**src/rtl/monociclo_pkg.sv**
```systemverilog
// Shared definitions for the single-cycle core run controller.
// State encodings, default timing constants and a counter-width helper.
package monociclo_pkg;

  typedef enum logic [1:0] {
    ST_HALT  = 2'd0,
    ST_RUN   = 2'd1,
    ST_STEP  = 2'd2,
    ST_BREAK = 2'd3
  } run_state_t;

  localparam int unsigned DEF_DIV_COUNT       = 25_000_000;
  localparam int unsigned DEF_DEBOUNCE_CYCLES = 500_000;

  function automatic int unsigned cnt_w(input int unsigned n);
    return (n < 2) ? 1 : $clog2(n);
  endfunction

endpackage

```
**src/rtl/monociclo_run_ctrl_debounce_pulse.sv**
```systemverilog
// Step button conditioning: 2-flop synchronizer, debounce filter and
// a one-cycle pulse on each accepted press.
module debounce_pulse
  import monociclo_pkg::*;
#(
  parameter int unsigned DEBOUNCE_CYCLES = DEF_DEBOUNCE_CYCLES
) (
  input  logic clk_i,
  input  logic rst_i,
  input  logic raw_i,
  output logic level_o,
  output logic rise_o
);

  localparam int unsigned CW = cnt_w(DEBOUNCE_CYCLES);
  localparam logic [CW:0] LIM = (CW+1)'(DEBOUNCE_CYCLES);

  logic          sync1;
  logic          sync2;
  logic [CW-1:0] cnt;
  logic [CW:0]   cnt_nxt;
  logic [1:0]    prime;
  logic          armed;

  assign cnt_nxt = {1'b0, cnt} + (CW+1)'(1);

  // A press is only honoured once the button has been seen released
  // after reset, so a button held through reset cannot step the core.
  always_ff @(posedge clk_i) begin
    if (rst_i) begin
      sync1   <= 1'b0;
      sync2   <= 1'b0;
      cnt     <= '0;
      level_o <= 1'b0;
      rise_o  <= 1'b0;
      prime   <= '0;
      armed   <= 1'b0;
    end else begin
      sync1  <= raw_i;
      sync2  <= sync1;
      prime  <= {prime[0], 1'b1};
      rise_o <= 1'b0;
      if (prime[1] && !level_o && !sync2)
        armed <= 1'b1;
      if (sync2 == level_o) begin
        cnt <= '0;
      end else if (cnt_nxt == LIM) begin
        level_o <= sync2;
        cnt     <= '0;
        rise_o  <= sync2 & armed;
      end else begin
        cnt <= cnt_nxt[CW-1:0];
      end
    end
  end

endmodule

```
**src/rtl/monociclo_run_ctrl.sv**
```systemverilog
// Run controller: issues single-cycle clock enables to the core in
// free-run, single-step or breakpoint-halted operation.
module monociclo_run_ctrl
  import monociclo_pkg::*;
#(
  parameter int unsigned DIV_COUNT       = DEF_DIV_COUNT,
  parameter int unsigned DEBOUNCE_CYCLES = DEF_DEBOUNCE_CYCLES,
  parameter int unsigned W               = 32
) (
  input  logic         clk_i,
  input  logic         rst_i,
  input  logic         run_mode_i,
  input  logic         step_btn_i,
  input  logic         bkpt_en_i,
  input  logic [W-1:0] bkpt_addr_i,
  input  logic [W-1:0] pc_i,
  output logic         cpu_en_o,
  output logic         halted_o,
  output logic         bkpt_hit_o,
  output logic [1:0]   state_o,
  output logic [W-1:0] cycle_cnt_o
);

  localparam int unsigned TW = cnt_w(DIV_COUNT);
  localparam logic [TW-1:0] TICK_MAX = TW'(DIV_COUNT - 1);

  run_state_t    state;
  logic [TW-1:0] tick_cnt;
  logic          tick;
  logic          bkpt_match;
  logic          btn_level;
  logic          btn_rise;
  logic          step_req;

  debounce_pulse #(
    .DEBOUNCE_CYCLES(DEBOUNCE_CYCLES)
  ) u_btn (
    .clk_i  (clk_i),
    .rst_i  (rst_i),
    .raw_i  (step_btn_i),
    .level_o(btn_level),
    .rise_o (btn_rise)
  );

  assign step_req   = btn_rise & btn_level;
  assign tick       = (tick_cnt == TICK_MAX);
  assign bkpt_match = bkpt_en_i && (pc_i == bkpt_addr_i);

  // Tick counter defaults to 0 so it restarts cleanly on every RUN entry.
  always_ff @(posedge clk_i) begin
    if (rst_i) begin
      state       <= ST_HALT;
      cpu_en_o    <= 1'b0;
      cycle_cnt_o <= '0;
      tick_cnt    <= '0;
    end else begin
      cpu_en_o <= 1'b0;
      tick_cnt <= '0;
      if (cpu_en_o)
        cycle_cnt_o <= cycle_cnt_o + W'(1);
      unique case (state)
        ST_HALT: begin
          if (run_mode_i) begin
            state <= ST_RUN;
          end else if (step_req) begin
            state    <= ST_STEP;
            cpu_en_o <= 1'b1;
          end
        end
        ST_RUN: begin
          if (!run_mode_i)
            state <= ST_HALT;
          else if (tick && bkpt_match)
            state <= ST_BREAK;
          else if (tick)
            cpu_en_o <= 1'b1;
          else
            tick_cnt <= tick_cnt + TW'(1);
        end
        ST_STEP: begin
          state <= ST_HALT;
        end
        ST_BREAK: begin
          if (step_req) begin
            state    <= ST_STEP;
            cpu_en_o <= 1'b1;
          end else if (!run_mode_i) begin
            state <= ST_HALT;
          end
        end
      endcase
    end
  end

  assign halted_o   = (state == ST_HALT) || (state == ST_BREAK);
  assign bkpt_hit_o = (state == ST_BREAK);
  assign state_o    = state;

endmodule

```
**config.mk**
```make
export PLATFORM = sky130hd
export DESIGN_NAME = monociclo_run_ctrl
export DESIGN_NICKNAME = d
export VERILOG_FILES = /design/src/rtl/monociclo_pkg.sv /design/src/rtl/monociclo_run_ctrl_debounce_pulse.sv /design/src/rtl/monociclo_run_ctrl.sv
export SDC_FILE = /design/constraint.sdc
export NUM_CORES = 1
export LEC_CHECK = 0
export CAP_MARGIN = 20
export CORE_MARGIN = 10
export CORE_UTILIZATION = 30
export DETAILED_ROUTE_END_ITERATION = 10
export DONT_BUFFER_PORTS = 1
export SYNTH_ARGS = -nofsm -noshare
export SYNTH_HDL_FRONTEND = slang
export SYNTH_SLANG_ARGS = --single-unit
```
**constraint.sdc**
```tcl
create_clock -name clk_i -period 2.5 [get_ports clk_i]
set_clock_uncertainty 0.15 [all_clocks]
set_input_delay 0.125 -clock clk_i [delete_from_list [all_inputs] [get_ports clk_i]]
set_output_delay 0.125 -clock clk_i [all_outputs]
set_load 0.03 [all_outputs]
```
==> results of run 1 <==
[cells in the final DEF (no fill, tap or decap), drive strengths merged, types with 7 or more instances in the layout]
cell / synthesis / routed
dfxtp: 86 / 86
and3: 7 / 7
inv: 15 / 15
nor3: 16 / 16
or3: 10 / 10
nand2: 31 / 31
nor2: 83 / 83
nor4: 14 / 14
xnor2: 35 / 35
ha: 7 / 7
clkbuf: 8 / 10
buf: 6 / 39
nand4: 26 / 26
and4: 10 / 10
xor2: 62 / 62
nand3: 25 / 25
a21oi: 14 / 14
o21ai: 14 / 14
and2: 9 / 9
[worst max-delay path, delay by kind of cell, from the launching register on]
family                 cells  cell delay, ps
DFF                        1             360
and+or+nand+nor            4             780
AOI/OAI and AO/OA          2             620
buffers and inverters      2             390
[cells in the mapped netlist]
cell type / instances
sky130_fd_sc_hd__buf_6: 1
sky130_fd_sc_hd__ha_1: 7
sky130_fd_sc_hd__a221o_1: 1
sky130_fd_sc_hd__nor2b_1: 5
sky130_fd_sc_hd__or3_1: 10
sky130_fd_sc_hd__nor3_1: 16
sky130_fd_sc_hd__mux2i_1: 3
sky130_fd_sc_hd__nand4_1: 26
sky130_fd_sc_hd__o21ai_0: 14
sky130_fd_sc_hd__o21ba_2: 1
sky130_fd_sc_hd__buf_1: 3
sky130_fd_sc_hd__and3_1: 7
sky130_fd_sc_hd__nand3_1: 25
sky130_fd_sc_hd__clkbuf_1: 8
sky130_fd_sc_hd__inv_1: 15
sky130_fd_sc_hd__and4_1: 10
sky130_fd_sc_hd__nand4b_1: 2
sky130_fd_sc_hd__nor3b_1: 2
sky130_fd_sc_hd__o21a_1: 1
sky130_fd_sc_hd__nand4bb_4: 1
sky130_fd_sc_hd__nor4_1: 14
sky130_fd_sc_hd__nor4bb_1: 1
sky130_fd_sc_hd__o31a_1: 1
sky130_fd_sc_hd__a21oi_1: 14
sky130_fd_sc_hd__or4_1: 3
sky130_fd_sc_hd__xnor2_1: 35
sky130_fd_sc_hd__buf_2: 1
sky130_fd_sc_hd__buf_4: 1
sky130_fd_sc_hd__a211oi_1: 2
sky130_fd_sc_hd__mux2_2: 1
sky130_fd_sc_hd__xor2_1: 62
sky130_fd_sc_hd__nand2_1: 31
sky130_fd_sc_hd__dfxtp_1: 86
sky130_fd_sc_hd__o31ai_4: 1
sky130_fd_sc_hd__o31ai_1: 1
sky130_fd_sc_hd__o211ai_1: 1
sky130_fd_sc_hd__and2_1: 9
sky130_fd_sc_hd__nand2b_1: 1
sky130_fd_sc_hd__nor2_1: 83
[per-layer routing]
metal	up-vias	GRT usage [%]
met5	-	0
met4	0	3.48
met3	10	3.79
met2	52	17.4
met1	1689	11.9
li1	1830	-
[where the power goes]
group	internal (mW)	total (mW)	switching (mW)
sequential	1.38	1.39	0.00802
combinational	0.0730	0.175	0.102
clock	0.669	1.21	0.540
total	2.12	2.77	0.649
[through the flow]
step	setup slack [ps]	instances	util, %	hold WS, ps	cell area [µm²]
floorplan	43.4	506	-	96.4	4320
global placement	141	708	34.0	54.4	4760
detailed placement	52.5	708	34.0	55.7	4760
CTS	31.9	730	36.5	2.33	5100
global route	-35.3	732	36.7	15.0	5140
finish	74.3	732	36.7	22.8	5140
[cell type report]
type | instances | share of cell area [%]
multi-input combinational | 391 | 48.5
sequential | 86 | 33.6
timing repair buffer | 44 | 7.16
clock buffer | 10 | 4.46
tap | 180 | 4.38
inverter | 15 | 1.10
clock inverter | 6 | 0.755
[state kept, by name, indices dropped and copies added (netlist names)]
signal,flops
u_btn.sync2,1
u_btn.level_o,1
cpu_en_o,1
u_btn.cnt,19
state_o,2
u_btn.sync1,1
tick_cnt,25
u_btn.prime,2
cycle_cnt_o,32
u_btn.armed,1
u_btn.rise_o,1
[repair_timing]
item / 4_1_cts / 5_1_grt
hold buffers: 6 / 0
endpoints found under the setup margin: 0 / 19
endpoints found under the hold margin: 44 / 0
resized for setup: 0 / 6
setup buffers: 0 / 2
[worst max-delay path by stage]
| stage | startpoint | to | slack, ps | cells past startpoint |
|---|---|---|---|---|
| 2_1_floorplan | cycle_cnt_o[7] | cycle_cnt_o[30] | 40 | 7 |
| 3_3_place_gp | u_btn.cnt[8] | u_btn.cnt[9] | 140 | 7 |
| 3_5_place_dp | u_btn.cnt[6] | u_btn.cnt[7] | 50 | 8 |
| 4_1_cts | u_btn.cnt[6] | u_btn.cnt[3] | 30 | 8 |
| 5_1_grt | u_btn.cnt[5] | u_btn.cnt[6] | -40 | 8 |
| 6_report | u_btn.cnt[6] | u_btn.cnt[3] | 70 | 8 |
[cells by family (layout without fill, tap and decap cells)]
family,count (synthesis),count (layout)
buf+inv,29,75
flops,86,86
compound gates,37,37
mux,4,4
fa+ha+maj,7,7
simple gates,246,246
xor+xnor,97,97
==> results, run 1 <==
- The flow ran to the end, and the final reports show no timing, DRC or antenna violations.
- The number of cells on the worst reg-to-reg path is 8.
- The ratio of final minimum period to clock period is 97.0%.
- After floorplanning, the core was sized to cover 0.0140 mm².
- The number of global-route vias before repair came to 3382.
- 0 antenna diodes ended up in the layout.
- The synthesized netlist contains 39 unique library cells.
- In this run the horizontal extent of the chip is 140 µm.
- Sequential elements use 39.9% of the synthesized area.
- The signal on the critical path passes through nand4_1 -> buf_4 -> or3_1 -> a221o_1 -> nand4bb_4 -> o31ai_4 -> buf_12 -> nor2_1.
- In the final layout, the share of cells above drive strength 1 is 11.4%.
- In this run the tightest slew margin relative to its limit is 67.8%.
- TritonCTS built the clock tree.
- Entering global routing, the biggest net connects 42 pins.
- The simple-gate portion of the synthesized area is 29.3%.
- The number of pins exceeding their max-slew limit in the final report was 0.
- By area the synthesized netlist is led by sky130_fd_sc_hd__dfxtp_1, sky130_fd_sc_hd__xor2_1, sky130_fd_sc_hd__nor2_1.
- The library cell contributing the largest single delay on the critical path is sky130_fd_sc_hd__dfxtp_2.
- The area enclosed by the die boundary is 0.0196 mm².
- The buffer cell driving the clock tree root is sky130_fd_sc_hd__clkbuf_16.
- For the pin with the worst max-slew slack, the measured transition is 483 ps.
- The setup slack on the worst flop-to-flop path is 70 ps.
- The critical path's largest stage delay is 360 ps.
- The count of cells along the worst hold path is 3.
- Buffers inserted during clock tree synthesis total 9.
- The aggregate global-route resource usage is 10.3%.
- The number of buffer cells added on primary ports is 0.
- By area, the combinational part of the netlist is dominated by simple AND/OR/NAND/NOR gates.
- The worst hold path terminates at cpu_en_o.
- Counting along the longest clock path gives a buffer depth of 2.
- The die is 140 µm tall.
- The per-cell routed wire length is 14.2 µm.
- The routed metal-1 wire length is 4.40 mm.
- In the final layout, the multi-input gates occupy 0.00249 mm².
- For this run, the detailed router's first-pass iteration total came to 4.
- Detailed placement finished with a half-perimeter wire length of 7.99 mm.
- The fraction of synthesized cell area taken by the top area cell type is 39.9%.
- The register area is 0.00173 mm².
- The worst path required time is 2580 ps.
- The number of warning messages in the yosys log is 0.
- The latest clock arrival within the worst-skew pair is 340 ps.
- From synthesis to final layout, the design area changed by 19.1%.
- The highest routed metal layer is met4.
- The effective utilization at floorplan is 30.8%.
- The final wirelength is 10.4 mm.
- Wire segments on met2 add up to 5.27 mm in the final route.
- Power spread over the standard cell area amounts to 540 mW/mm².
- For this run, design rule violations remaining after detail routing come to 0.
- The post-detailed-route count of antenna-violating nets is 0.
- Summed over all nets, wire length on met3 after detailed routing comes to 586 µm.
- The leftover overflow at the end of global routing is 0.
- The number of antenna violations at the first check in global routing is 0.
- The final layout contains 623 nets.
- The number of nets produced by synthesis is 582.
- The worst endpoint data arrival time is 2510 ps.
- The worst voltage drop across the vdd grid is 0.290 mV.
- The via count of the routed design is 3581.
- The worst setup path is launched from a flop.
- The worst path needs 2430 ps of the cycle, external delays included.
- Summing the areas of all compound-gate instances in the mapped netlist gives 5.28% of the synthesized area.
- The number of hold-slack violations in the final timing report was 0.
- Along the worst path, the maximum fanout reaches 17.
- The source of the worst hold timing path is run_mode_i.
- Clock-pin slew was measured on the worst setup and hold paths at 70 ps.
- For this design, the sink count on the clock tree is 86.
- Synthesis handed over a netlist of 506 instances.
- In this run the count of I/O pins placed on the die edge is 106.
- The first routing iteration left 125 violations.
- The xor/xnor cell area share of the yosys netlist is 19.7%.
- The total number of H-tree levels is 3.
- The number of failing setup endpoints in the final timing report is 0.
- Routability-driven placement finished with a final weighted congestion of 0.795.
- The synthesized netlist devotes 2.03% of its cell area to adder and majority cells.
- The row count is 43.
- The number of maximum-capacitance constraint violations is 0.
- After synthesis the netlist holds a flip-flop and latch count of 86.
- The number of filler instances in the final layout is 1426.
- The first global-routing pass estimated 17.2 mm of wire.
- The per-instance average area after synthesis is 8.52 µm².
- The average vias per placed instance is 4.89.
- The startpoint identified for the worst register-to-register timing path is u_btn.cnt[6].
- The leakage power summed over all cells is 1.76 nW.
- The critical path start-end classification is reg -> reg.
- Of the post-synthesis cell area, the part taken by muxes is 0.957%.
- For the final routed database, the setup TNS stands at 0 ps.
- The largest total area in the synthesized netlist belongs to sky130_fd_sc_hd__dfxtp_1.
- The post-synthesis instance area is 0.00431 mm².
- Setup repair after global routing could not meet its margin everywhere.
- The endpoint of the lowest-slack register-to-register path is u_btn.cnt[3].
- The top achievable clock speed is 412 MHz.
- The design draws 2.77 mW.
- The class of the tightest hold or removal check is in -> reg.
- The nature of the critical path endpoint is a flop.
No activity file was read; power rests on OpenSTA's default activity.
==> run 2, diff against run 1 <==
==> constraint.sdc (replaced) <==
create_clock -name clk_i -period 2.4 [get_ports clk_i]
set_clock_uncertainty 0.15 [all_clocks]
set_input_delay 0.12 -clock clk_i [delete_from_list [all_inputs] [get_ports clk_i]]
set_output_delay 0.12 -clock clk_i [all_outputs]
set_load 0.03 [all_outputs]
==> run 2 against run 1 <==
Effect of this change: register-to-register slack worse by 70 ps; via count is 3.0% higher; critical path depth is 1 higher; first-iteration DRC count is 4.8% higher; critical endpoint is now u_btn.cnt[15]; largest power group is now clock; highest routed layer unchanged.
==> results, run 2 (synthesis gave the netlist of run 1 again) <==
- The run finished with clean final reports.
- Buffers inserted during clock tree synthesis total 9.
- Once layout is complete, the utilization of the core stands at 39.3%.
- The number of antenna violations at the first check in global routing is 0.
- The worst slack at placement is 4.93 ps.
- The top achievable clock speed is 417 MHz.
- The count of nets left with antenna violations once routing finished came out at 0.
- During placement, the flow inserted port buffers numbering 0.
- The multi-input logic area is 0.00260 mm².
- The register area is 0.00173 mm².
- The chip height is 140 µm.
- Traced cell by cell, the critical path runs through nand4_1 -> buf_6 -> or4_4 -> a21oi_2 -> o21ba_4 -> o31ai_4 -> buf_6 -> clkbuf_16 -> nor2_1.
- The floorplan step defined a die boundary enclosing 0.0196 mm².
- From left edge to right edge, the die measures 140 µm.
- The nature of the critical path endpoint is a flop.
- The total number of H-tree levels is 3.
- The fraction of layout cells with a size suffix above 1 is 18.3%.
- After detailed placement, the total cell area comes to 0.00485 mm².
- The placeable core area is 0.0140 mm².
- The ratio of final minimum period to clock period is 99.9%.
- The clock net in this run drives a total of 86 sinks.
- In the final layout, the registers with the most flip-flops are cycle_cnt_o: 32 flops, tick_cnt: 25 flops, u_btn.cnt: 19 flops.
- The critical path's most frequent cell is sky130_fd_sc_hd__buf_6.
- After the first detailed-routing iteration, the DRC count stood at 131.
- In this run the deepest clock path goes through 2 buffers.
- The leftover overflow at the end of global routing is 0.
- Setup violations remaining at the end of the flow were counted as 0.
- The I/O pin count is 106.
- In the post-route analysis, the smallest setup slack over all paths is 3.26 ps.
- The congestion estimate from routability-driven global placement came to 0.806.
- VDD sags by at most 0.326 mV.
- The tool flagged a number of max-cap violations equal to 0.
- The initialized floorplan defines 43 standard-cell rows.
- The post-layout net count is 639.
- For the pin with the worst max-slew slack, the measured transition is 487 ps.
- The number of flip-flops under the largest register name is 32.
- The number of filler instances in the final layout is 1392.
- The antenna diode count is 0.
- The number of global-route vias before repair is 3640.
- Entering global routing, the biggest net connects 42 pins.
- The worst hold path belongs to the class in -> reg.
- The pre-antenna-repair detailed-routing pass consisted of 5 iterations.
- The worst path required time is 2480 ps.
- After detailed routing, the total wire length is 10.9 mm.
- The first global-routing pass estimated 17.4 mm of wire.
- The effective utilization at floorplan is 30.8%.
- The leakage power summed over all cells is 1.92 nW.
- The nature of the critical path startpoint is a flop.
- The critical path start-end classification is reg -> reg.
- The library cell contributing the largest single delay on the critical path is sky130_fd_sc_hd__or4_4.
- The number of hold-slack violations in the final timing report is 0.
- In the routed layout, each cell is associated on average with a via count of 4.93.
- The clock reaches the later pin of the worst-skew pair after 340 ps.
- The cell sitting at the root of the clock tree is a sky130_fd_sc_hd__clkbuf_16.
- The worst pin sits at a relative slew slack of 67.5%.
- The final critical-path required period is 2400 ps.
- Dividing total power by cell area gives a power density of 596 mW/mm².
- The post-detailed-route DRC marker count is 0.
- The overall power after layout is 3.27 mW.
- The via count of the routed design is 3688.
- The worst endpoint data arrival time is 2480 ps.
- Relative to the synthesized area, the layout overhead comes to 27.3%.
- Setup repair after global routing could not meet its margin everywhere.
- After clock tree synthesis, the clock-pin slew on the worst setup and hold paths is 60 ps.
- TritonCTS built the clock tree.
- The per-cell routed wire length is 14.5 µm.
- The number of pins exceeding their max-slew limit in the final report came to 0.
- The register with the highest flop count is cycle_cnt_o.
- The smallest hold slack is 43.9 ps.
- The largest single stage delay on the critical path is 540 ps.
- After routing the design area is 0.00549 mm².
- In the layout the commonest cells are sky130_fd_sc_hd__nor2_1, sky130_fd_sc_hd__dfxtp_1, sky130_fd_sc_hd__xor2_1.
- Detailed placement finished with a half-perimeter wire length of 8.01 mm.
- The top fanout value on the critical path is 8.
- The most common cell after layout, fill and taps aside is sky130_fd_sc_hd__nor2_1.
- In the global route stage, overall resource usage came out at 10.5%.
run 2: cell count changes in the layout (fill, tap and decap cells not counted), sizes merged:
cell / previous run / this run
buf: 39 / 54
bufinv: 0 / 3
clkbuf: 10 / 11
clkinv: 4 / 0
clkinvlp: 2 / 1
dlygate4sd3: 5 / 4
inv: 15 / 18
run 2: final timing paths:
kind,to,startpoint,slack [ps],depth (start not counted)
worst min register to register,u_btn.prime[1],u_btn.prime[0],290,1
worst min-delay path,state_o[1],run_mode_i,40,4
worst max register to register,u_btn.cnt[15],u_btn.cnt[3],3,9
worst max-delay path,u_btn.cnt[15],u_btn.cnt[3],3,9
run 2: final cells by class:
type	instances	share of cell area, %
clock buffer	9	4.10
tap	180	4.10
multi-input combinational	391	47.3
inverter	15	1.03
clock inverter	7	2.35
timing repair buffer	60	9.57
sequential	86	31.6
run 2: metal layers:
layer,share of wire (%),vias to the layer above,GRT usage [%]
met3,6.2,15,3.92
li1,-,1858,-
met5,0,-,0
met1,41,1743,11.3
met4,1.5,0,3.80
met2,52,72,18.4
run 2: critical path: cells and delay by family, from the launching register on:
kind	cells	cell delay [ps]
flip-flops	1	340
buffers and inverters	3	520
AO/OA/AOI/OAI	3	490
AND/OR/NAND/NOR	3	780
run 2: what timing repair did:
action | in CTS | in global routing
endpoints found under the hold margin | 44 | 0
pin swaps | 1 | 6
buffers inserted | 1 | 4
hold buffers | 5 | 0
cloned | 0 | 3
gates resized for setup | 2 | 30
endpoints found under the setup margin | 17 | 21
run 2: stage by stage:
step,std cells,TNS [ps]
3_5_place_dp,719,0
4_1_cts,741,0
3_3_place_gp,719,0
6_report,748,0
5_1_grt,748,-1750
2_1_floorplan,506,0
run 2: where the power goes:
part / switching, mW / total, mW / internal [mW]
combinational: 0.111 / 0.190 / 0.0797
sequential: 0.00809 / 1.45 / 1.44
clock: 0.599 / 1.63 / 1.03
